==> src/rtl/axi_ar_arbiter_if.sv <==
// rtl/axi_ar_arbiter_if.sv - AR channel bundle: two master request ports, shared slave port, read-data monitor taps
interface axi_ar_arbiter_if #(
   parameter int IDM_BITS  = 4,
   parameter int IDS_BITS  = 8,
   parameter int ADDR_BITS = 32
);
   logic [IDM_BITS-1:0]  ARID_M0,    ARID_M1;
   logic [ADDR_BITS-1:0] ARADDR_M0,  ARADDR_M1;
   logic [3:0]           ARLEN_M0,   ARLEN_M1;
   logic [2:0]           ARSIZE_M0,  ARSIZE_M1;
   logic [1:0]           ARBURST_M0, ARBURST_M1;
   logic                 ARVALID_M0, ARVALID_M1;
   logic                 ARREADY_M0, ARREADY_M1;

   logic [IDS_BITS-1:0]  ARID_S;
   logic [ADDR_BITS-1:0] ARADDR_S;
   logic [3:0]           ARLEN_S;
   logic [2:0]           ARSIZE_S;
   logic [1:0]           ARBURST_S;
   logic                 ARVALID_S;
   logic                 ARREADY_S;

   logic                 RVALID_S, RREADY_S, RLAST_S;
   logic [1:0]           GRANT;

   // Environment view: requesting masters, downstream slave and the R-channel taps
   modport master (
      output ARID_M0, ARID_M1, ARADDR_M0, ARADDR_M1, ARLEN_M0, ARLEN_M1,
             ARSIZE_M0, ARSIZE_M1, ARBURST_M0, ARBURST_M1, ARVALID_M0, ARVALID_M1,
             ARREADY_S, RVALID_S, RREADY_S, RLAST_S,
      input  ARREADY_M0, ARREADY_M1, ARID_S, ARADDR_S, ARLEN_S, ARSIZE_S,
             ARBURST_S, ARVALID_S, GRANT
   );

   // Arbiter view
   modport slave (
      input  ARID_M0, ARID_M1, ARADDR_M0, ARADDR_M1, ARLEN_M0, ARLEN_M1,
             ARSIZE_M0, ARSIZE_M1, ARBURST_M0, ARBURST_M1, ARVALID_M0, ARVALID_M1,
             ARREADY_S, RVALID_S, RREADY_S, RLAST_S,
      output ARREADY_M0, ARREADY_M1, ARID_S, ARADDR_S, ARLEN_S, ARSIZE_S,
             ARBURST_S, ARVALID_S, GRANT
   );
endinterface

==> src/rtl/axi_ar_arbiter.sv <==
// rtl/axi_ar_arbiter.sv - two-master AR arbiter holding grant until RLAST; AXI_ARB_FIXED_PRIO_EN selects fixed M0 priority
module axi_ar_arbiter #(
   parameter int IDM_BITS  = 4,
   parameter int IDS_BITS  = 8,
   parameter int ADDR_BITS = 32
) (
   input  logic             ACLK,
   input  logic             ARESETn,
   axi_ar_arbiter_if.slave  bus
);
   typedef enum logic [1:0] {IDLE, ADDR, DATA} state_e;

   state_e               state_q, state_d;
   logic [1:0]           grant_q, grant_d;
   logic [IDS_BITS-1:0]  arid_q, arid_d;
   logic [ADDR_BITS-1:0] araddr_q, araddr_d;
   logic [3:0]           arlen_q, arlen_d;
   logic [2:0]           arsize_q, arsize_d;
   logic [1:0]           arburst_q, arburst_d;
   logic                 pick_m1;
   logic                 arready_m0, arready_m1;
   logic                 r_last_hs;

`ifdef AXI_ARB_FIXED_PRIO_EN
   // M0 owns every tie; M1 only gets through when M0 is silent
   always_comb begin
      pick_m1 = ~bus.ARVALID_M0 & bus.ARVALID_M1;
   end
`else
   // 1 means M1 won the previous arbitration; reset value lets M0 win the first tie
   logic last_q, last_d;

   // Round-robin: on a tie the master that did not win last time goes
   always_comb begin
      pick_m1 = bus.ARVALID_M1 & (~bus.ARVALID_M0 | ~last_q);
   end

   // Round-robin history register
   always_ff @(posedge ACLK or negedge ARESETn) begin
      if (!ARESETn) last_q <= 1'b1;
      else          last_q <= last_d;
   end
`endif

   assign r_last_hs = bus.RVALID_S & bus.RREADY_S & bus.RLAST_S;

   // Next state, latched AR fields and the combinational master ARREADY
   always_comb begin
      state_d    = state_q;
      grant_d    = grant_q;
      arid_d     = arid_q;
      araddr_d   = araddr_q;
      arlen_d    = arlen_q;
      arsize_d   = arsize_q;
      arburst_d  = arburst_q;
      arready_m0 = 1'b0;
      arready_m1 = 1'b0;
`ifndef AXI_ARB_FIXED_PRIO_EN
      last_d     = last_q;
`endif
      case (state_q)
         IDLE: begin
            if (bus.ARVALID_M0 | bus.ARVALID_M1) begin
               arready_m0 = ~pick_m1;
               arready_m1 = pick_m1;
               if (pick_m1) begin
                  arid_d    = (IDS_BITS'(1) << IDM_BITS) | IDS_BITS'(bus.ARID_M1);
                  araddr_d  = bus.ARADDR_M1;
                  arlen_d   = bus.ARLEN_M1;
                  arsize_d  = bus.ARSIZE_M1;
                  arburst_d = bus.ARBURST_M1;
                  grant_d   = 2'b10;
               end else begin
                  arid_d    = IDS_BITS'(bus.ARID_M0);
                  araddr_d  = bus.ARADDR_M0;
                  arlen_d   = bus.ARLEN_M0;
                  arsize_d  = bus.ARSIZE_M0;
                  arburst_d = bus.ARBURST_M0;
                  grant_d   = 2'b01;
               end
`ifndef AXI_ARB_FIXED_PRIO_EN
               last_d  = pick_m1;
`endif
               state_d = ADDR;
            end
         end
         ADDR: begin
            // RLAST seen here belongs to nobody we track, so it is ignored
            if (bus.ARREADY_S) state_d = DATA;
         end
         DATA: begin
            if (r_last_hs) begin
               state_d = IDLE;
               grant_d = 2'b00;
            end
         end
         default: begin
            state_d = IDLE;
            grant_d = 2'b00;
         end
      endcase
   end

   // State and latched slave-side fields
   always_ff @(posedge ACLK or negedge ARESETn) begin
      if (!ARESETn) begin
         state_q   <= IDLE;
         grant_q   <= 2'b00;
         arid_q    <= '0;
         araddr_q  <= '0;
         arlen_q   <= '0;
         arsize_q  <= '0;
         arburst_q <= '0;
      end else begin
         state_q   <= state_d;
         grant_q   <= grant_d;
         arid_q    <= arid_d;
         araddr_q  <= araddr_d;
         arlen_q   <= arlen_d;
         arsize_q  <= arsize_d;
         arburst_q <= arburst_d;
      end
   end

   // ARREADY is forced low while reset is held since IDLE would otherwise accept
   assign bus.ARREADY_M0 = ARESETn & arready_m0;
   assign bus.ARREADY_M1 = ARESETn & arready_m1;
   assign bus.ARVALID_S  = (state_q == ADDR);
   assign bus.ARID_S     = arid_q;
   assign bus.ARADDR_S   = araddr_q;
   assign bus.ARLEN_S    = arlen_q;
   assign bus.ARSIZE_S   = arsize_q;
   assign bus.ARBURST_S  = arburst_q;
   assign bus.GRANT      = grant_q;
endmodule

==> src/flat_wrapper.sv <==
// flat-port wrapper written by rule: the top's interface ports become plain ports
module axi_ar_arbiter_flat 
#(
   parameter int IDM_BITS  = 4,
   parameter int IDS_BITS  = 8,
   parameter int ADDR_BITS = 32
)
  (ACLK, ARESETn, bus_ARID_M0, bus_ARID_M1, bus_ARADDR_M0, bus_ARADDR_M1, bus_ARLEN_M0, bus_ARLEN_M1, bus_ARSIZE_M0, bus_ARSIZE_M1, bus_ARBURST_M0, bus_ARBURST_M1, bus_ARVALID_M0, bus_ARVALID_M1, bus_ARREADY_S, bus_RVALID_S, bus_RREADY_S, bus_RLAST_S, bus_ARREADY_M0, bus_ARREADY_M1, bus_ARID_S, bus_ARADDR_S, bus_ARLEN_S, bus_ARSIZE_S, bus_ARBURST_S, bus_ARVALID_S, bus_GRANT);
  axi_ar_arbiter_if #(.IDM_BITS(IDM_BITS), .IDS_BITS(IDS_BITS), .ADDR_BITS(ADDR_BITS)) bus_i ();
  input  logic ACLK;
  input  logic ARESETn;
  input wire logic [$bits(bus_i.ARID_M0)-1:0] bus_ARID_M0;
  input wire logic [$bits(bus_i.ARID_M1)-1:0] bus_ARID_M1;
  input wire logic [$bits(bus_i.ARADDR_M0)-1:0] bus_ARADDR_M0;
  input wire logic [$bits(bus_i.ARADDR_M1)-1:0] bus_ARADDR_M1;
  input wire logic [$bits(bus_i.ARLEN_M0)-1:0] bus_ARLEN_M0;
  input wire logic [$bits(bus_i.ARLEN_M1)-1:0] bus_ARLEN_M1;
  input wire logic [$bits(bus_i.ARSIZE_M0)-1:0] bus_ARSIZE_M0;
  input wire logic [$bits(bus_i.ARSIZE_M1)-1:0] bus_ARSIZE_M1;
  input wire logic [$bits(bus_i.ARBURST_M0)-1:0] bus_ARBURST_M0;
  input wire logic [$bits(bus_i.ARBURST_M1)-1:0] bus_ARBURST_M1;
  input wire logic [$bits(bus_i.ARVALID_M0)-1:0] bus_ARVALID_M0;
  input wire logic [$bits(bus_i.ARVALID_M1)-1:0] bus_ARVALID_M1;
  input wire logic [$bits(bus_i.ARREADY_S)-1:0] bus_ARREADY_S;
  input wire logic [$bits(bus_i.RVALID_S)-1:0] bus_RVALID_S;
  input wire logic [$bits(bus_i.RREADY_S)-1:0] bus_RREADY_S;
  input wire logic [$bits(bus_i.RLAST_S)-1:0] bus_RLAST_S;
  output wire logic [$bits(bus_i.ARREADY_M0)-1:0] bus_ARREADY_M0;
  output wire logic [$bits(bus_i.ARREADY_M1)-1:0] bus_ARREADY_M1;
  output wire logic [$bits(bus_i.ARID_S)-1:0] bus_ARID_S;
  output wire logic [$bits(bus_i.ARADDR_S)-1:0] bus_ARADDR_S;
  output wire logic [$bits(bus_i.ARLEN_S)-1:0] bus_ARLEN_S;
  output wire logic [$bits(bus_i.ARSIZE_S)-1:0] bus_ARSIZE_S;
  output wire logic [$bits(bus_i.ARBURST_S)-1:0] bus_ARBURST_S;
  output wire logic [$bits(bus_i.ARVALID_S)-1:0] bus_ARVALID_S;
  output wire logic [$bits(bus_i.GRANT)-1:0] bus_GRANT;
  assign bus_i.ARID_M0 = bus_ARID_M0;
  assign bus_i.ARID_M1 = bus_ARID_M1;
  assign bus_i.ARADDR_M0 = bus_ARADDR_M0;
  assign bus_i.ARADDR_M1 = bus_ARADDR_M1;
  assign bus_i.ARLEN_M0 = bus_ARLEN_M0;
  assign bus_i.ARLEN_M1 = bus_ARLEN_M1;
  assign bus_i.ARSIZE_M0 = bus_ARSIZE_M0;
  assign bus_i.ARSIZE_M1 = bus_ARSIZE_M1;
  assign bus_i.ARBURST_M0 = bus_ARBURST_M0;
  assign bus_i.ARBURST_M1 = bus_ARBURST_M1;
  assign bus_i.ARVALID_M0 = bus_ARVALID_M0;
  assign bus_i.ARVALID_M1 = bus_ARVALID_M1;
  assign bus_i.ARREADY_S = bus_ARREADY_S;
  assign bus_i.RVALID_S = bus_RVALID_S;
  assign bus_i.RREADY_S = bus_RREADY_S;
  assign bus_i.RLAST_S = bus_RLAST_S;
  assign bus_ARREADY_M0 = bus_i.ARREADY_M0;
  assign bus_ARREADY_M1 = bus_i.ARREADY_M1;
  assign bus_ARID_S = bus_i.ARID_S;
  assign bus_ARADDR_S = bus_i.ARADDR_S;
  assign bus_ARLEN_S = bus_i.ARLEN_S;
  assign bus_ARSIZE_S = bus_i.ARSIZE_S;
  assign bus_ARBURST_S = bus_i.ARBURST_S;
  assign bus_ARVALID_S = bus_i.ARVALID_S;
  assign bus_GRANT = bus_i.GRANT;
  axi_ar_arbiter #(.IDM_BITS(IDM_BITS), .IDS_BITS(IDS_BITS), .ADDR_BITS(ADDR_BITS)) u_core (.ACLK(ACLK), .ARESETn(ARESETn), .bus(bus_i));
endmodule
==> config.mk <==
export PLATFORM = sky130hd
export DESIGN_NAME = axi_ar_arbiter_flat
export DESIGN_NICKNAME = d
export VERILOG_FILES = /design/src/rtl/axi_ar_arbiter_if.sv /design/src/rtl/axi_ar_arbiter.sv /design/src/flat_wrapper.sv
export SDC_FILE = /design/constraint.sdc
export NUM_CORES = 1
export LEC_CHECK = 0
export ABC_AREA = 1
export BUFFER_PORTS_ARGS = -buffer_cell sky130_fd_sc_hd__clkbuf_2
export CAP_MARGIN = 30
export CORE_MARGIN = 10
export CORE_UTILIZATION = 26
export CTS_CLUSTER_DIAMETER = 200
export DETAILED_ROUTE_END_ITERATION = 7
export GPL_ROUTABILITY_DRIVEN = 0
export SYNTH_ARGS = -nofsm -noshare
export SYNTH_HDL_FRONTEND = slang
export SYNTH_SLANG_ARGS = --single-unit
==> constraint.sdc <==
create_clock -name ACLK -period 2.3 [get_ports ACLK]
set_input_delay 0.46 -clock ACLK [delete_from_list [all_inputs] [get_ports ACLK]]
set_output_delay 0.46 -clock ACLK [all_outputs]
set_load 0.03 [all_outputs]
==> results.json <==
{
  "setup_violations": 0,
  "power_density_nw_per_um2": 1340,
  "cp_slowest_cell": "dfstp_2",
  "post_cts_buffers": 0,
  "synth_top_cell_area_share": 0.480,
  "slew_headroom": 0.564,
  "synth_seq_cells": 51,
  "p_leak_nw": 2.15,
  "post_cts_resized": 0,
  "antenna_found_initial": 0,
  "maxCapViolations": 0,
  "rsz0062_at_grt": "false",
  "grt_usage": 0.109,
  "yosysTopAreaCell": "dfrtp_1",
  "utilization": 0.364,
  "cts_made_buffers": 5,
  "cts_sinks": 51,
  "fin_setup_tns_ns": 0,
  "portBuffers": 148,
  "overflow": 0,
  "skew_ns": 0.00885,
  "clock_path_buffers": 2,
  "ys.warnings.count": 0,
  "hold_viol_final": 0,
  "critPathMaxFanout": 12,
  "ys_top_cells_by_area": "dfrtp_1 48%, nand2_1 25%, inv_1 5.8%",
  "status": "complete, no violations",
  "first_pass_iters": 4,
  "hold_path.class": "input port to asynchronous set/reset pin",
  "mostFrequentLayoutCells": "170 x nand2_1, 148 x clkbuf_2, 50 x dfrtp_1",
  "fin_crit_ns": 2.09,
  "post_drt_via_cell_ratio": 4.12,
  "syn2layout_area_growth_pct": 36.4,
  "mostFrequentLayoutCell": "nand2_1",
  "ir_drop_uv": 568,
  "grt_pass1_vias": 2776,
  "crit_type": "register to primary output",
  "pre_cts_slack_ns": 0.456,
  "insertion_delay_ns": 0.29,
  "die_h_um": 120,
  "ant_nets": 0,
  "diodes": 0,
  "hpwl_um": 6590,
  "dieArea_um2": 14400,
  "fmax_ghz": 0.479,
  "pin_count": 152,
  "nets": 616,
  "vias": 2689,
  "cts_tree": "done",
  "grt_pass1_wl_um": 13400,
  "max_stage_delay_ns": 0.55,
  "critPathRequiredTime_ns": 1.84,
  "syn_inst": 377,
  "yosysSeqAreaShare": 0.490,
  "path_clk_slew_ns": 0.09,
  "cp.arrival_ns": 1.63,
  "die_w_um": 120,
  "cts_hold_buf": 0,
  "worstMarginPinSlew_ns": 0.655,
  "htree_levels": 2,
  "drive_gt1_frac": 0.322,
  "syn-cell-area_um2": 2610,
  "drt_iter0_drc": 81,
  "startpoint_type": "register",
  "start_util": 0.267,
  "num_rows": 36,
  "cp-end-kind": "primary output",
  "drc": 0,
  "design.core.area_um2": 9770,
  "finalCritPeriodShare": 0.908,
  "clockRootBuffer": "clkbuf_8",
  "grt_max_degree": 52,
  "slew_viol_final": 0,
  "path_cells": "nand2_1 > nand2_2 > nand3_1 > nor2_1 > clkbuf_2",
  "syn_area_per_cell_um2": 6.92,
  "drt-total-wl_um": 8220,
  "wl_per_cell_um": 12.6,
  "synthDistinctLibCells": 16,
  "fin_ws_ns": 0.212
}
[worst paths after layout]
path / start / endpoint / slack [ns] / cells past startpoint
setup / recovery: u_core.last_q$_DFFE_PN1P_ / bus_ARREADY_M0 / 0.21 / 5
hold / removal: ARESETn / u_core.bus.ARADDR_S[22]$_DFFE_PN0P_ / 0.37 / 2
setup reg to reg: u_core.last_q$_DFFE_PN1P_ / u_core.bus.ARADDR_S[1]$_DFFE_PN0P_ / 0.60 / 6
hold reg to reg: u_core.last_q$_DFFE_PN1P_ / u_core.last_q$_DFFE_PN1P_ / 0.48 / 2
max in group asynchronous: ARESETn / u_core.bus.ARADDR_S[9]$_DFFE_PN0P_ / 1.47 / 2
min in group ACLK: bus_ARREADY_S / u_core.state_q[0]$_DFFE_PN0P_ / 0.39 / 2
[area by class of cell]
class / instances / area (um2)
tap: 133 / 166
clock inverter: 1 / 7.51
timing repair buffer: 154 / 786
multi-input combinational: 265 / 1070
sequential: 51 / 1280
clock buffer: 7 / 96.3
inverter: 41 / 154
fill: 1093 / 6220
[critical path, delay by kind of cell (launching register included)]
family,cells,cell delay (ns)
and+or+nand+nor,4,0.57
DFF,1,0.55
buffers and inverters,1,0.21
[cell usage after synthesis]
library cell / n
dfstp_2: 1
conb_1: 1
dfrtp_1: 50
nor2_1: 39
buf_2: 12
inv_1: 40
o21ai_0: 6
nor2_2: 1
nand3_1: 14
o21ai_1: 30
buf_4: 3
inv_2: 1
nor2_4: 1
nand2_1: 171
clkbuf_1: 6
buf_6: 1
[metal layers]
layer / vias up / part of all wire / track usage
met4: 0 / 0.0027 / 0.0158
li1: 1397 / - / -
met5: - / 0 / 0
met1: 1196 / 0.42 / 0.122
met2: 94 / 0.47 / 0.191
met3: 2 / 0.11 / 0.0474
[per-stage QoR]
step	total power (W)	hold slack, ns	cells	area [um2]
2_1_floorplan	0.00341	0.164	379	2620
3_3_place_gp	0.00422	0.461	644	3450
3_5_place_dp	0.00427	0.468	644	3450
4_1_cts	0.00486	0.357	652	3560
5_1_grt	0.00517	0.374	652	3560
6_report	0.00475	0.375	652	3560
[flip-flops by register name, indices dropped and copies added (netlist names)]
name,count
u_core.last_q,1
u_core.bus.ARID_S,5
u_core.bus.ARADDR_S,32
u_core.bus.ARSIZE_S,3
u_core.bus.ARLEN_S,4
u_core.bus.ARBURST_S,2
u_core.bus.GRANT,2
u_core.state_q,2
[power by group]
part / internal [W] / switching [W] / total, W
logic: 0.000728 / 0.00187 / 0.00260
registers: 0.00135 / 0.000240 / 0.00159
clock network: 0.000274 / 0.000288 / 0.000563
[logic make-up (layout without fill, tap and decap cells)]
logic type             after synthesis  count (layout)  synth area share
DFF                                 51              51             0.490
buffers and inverters               63             203             0.104
AOI/OAI and AO/OA                   36              36            0.0691
and+or+nand+nor                    226             226             0.336
other                                1               3           0.00144
Note: power is estimated with default switching activity, not from simulation.
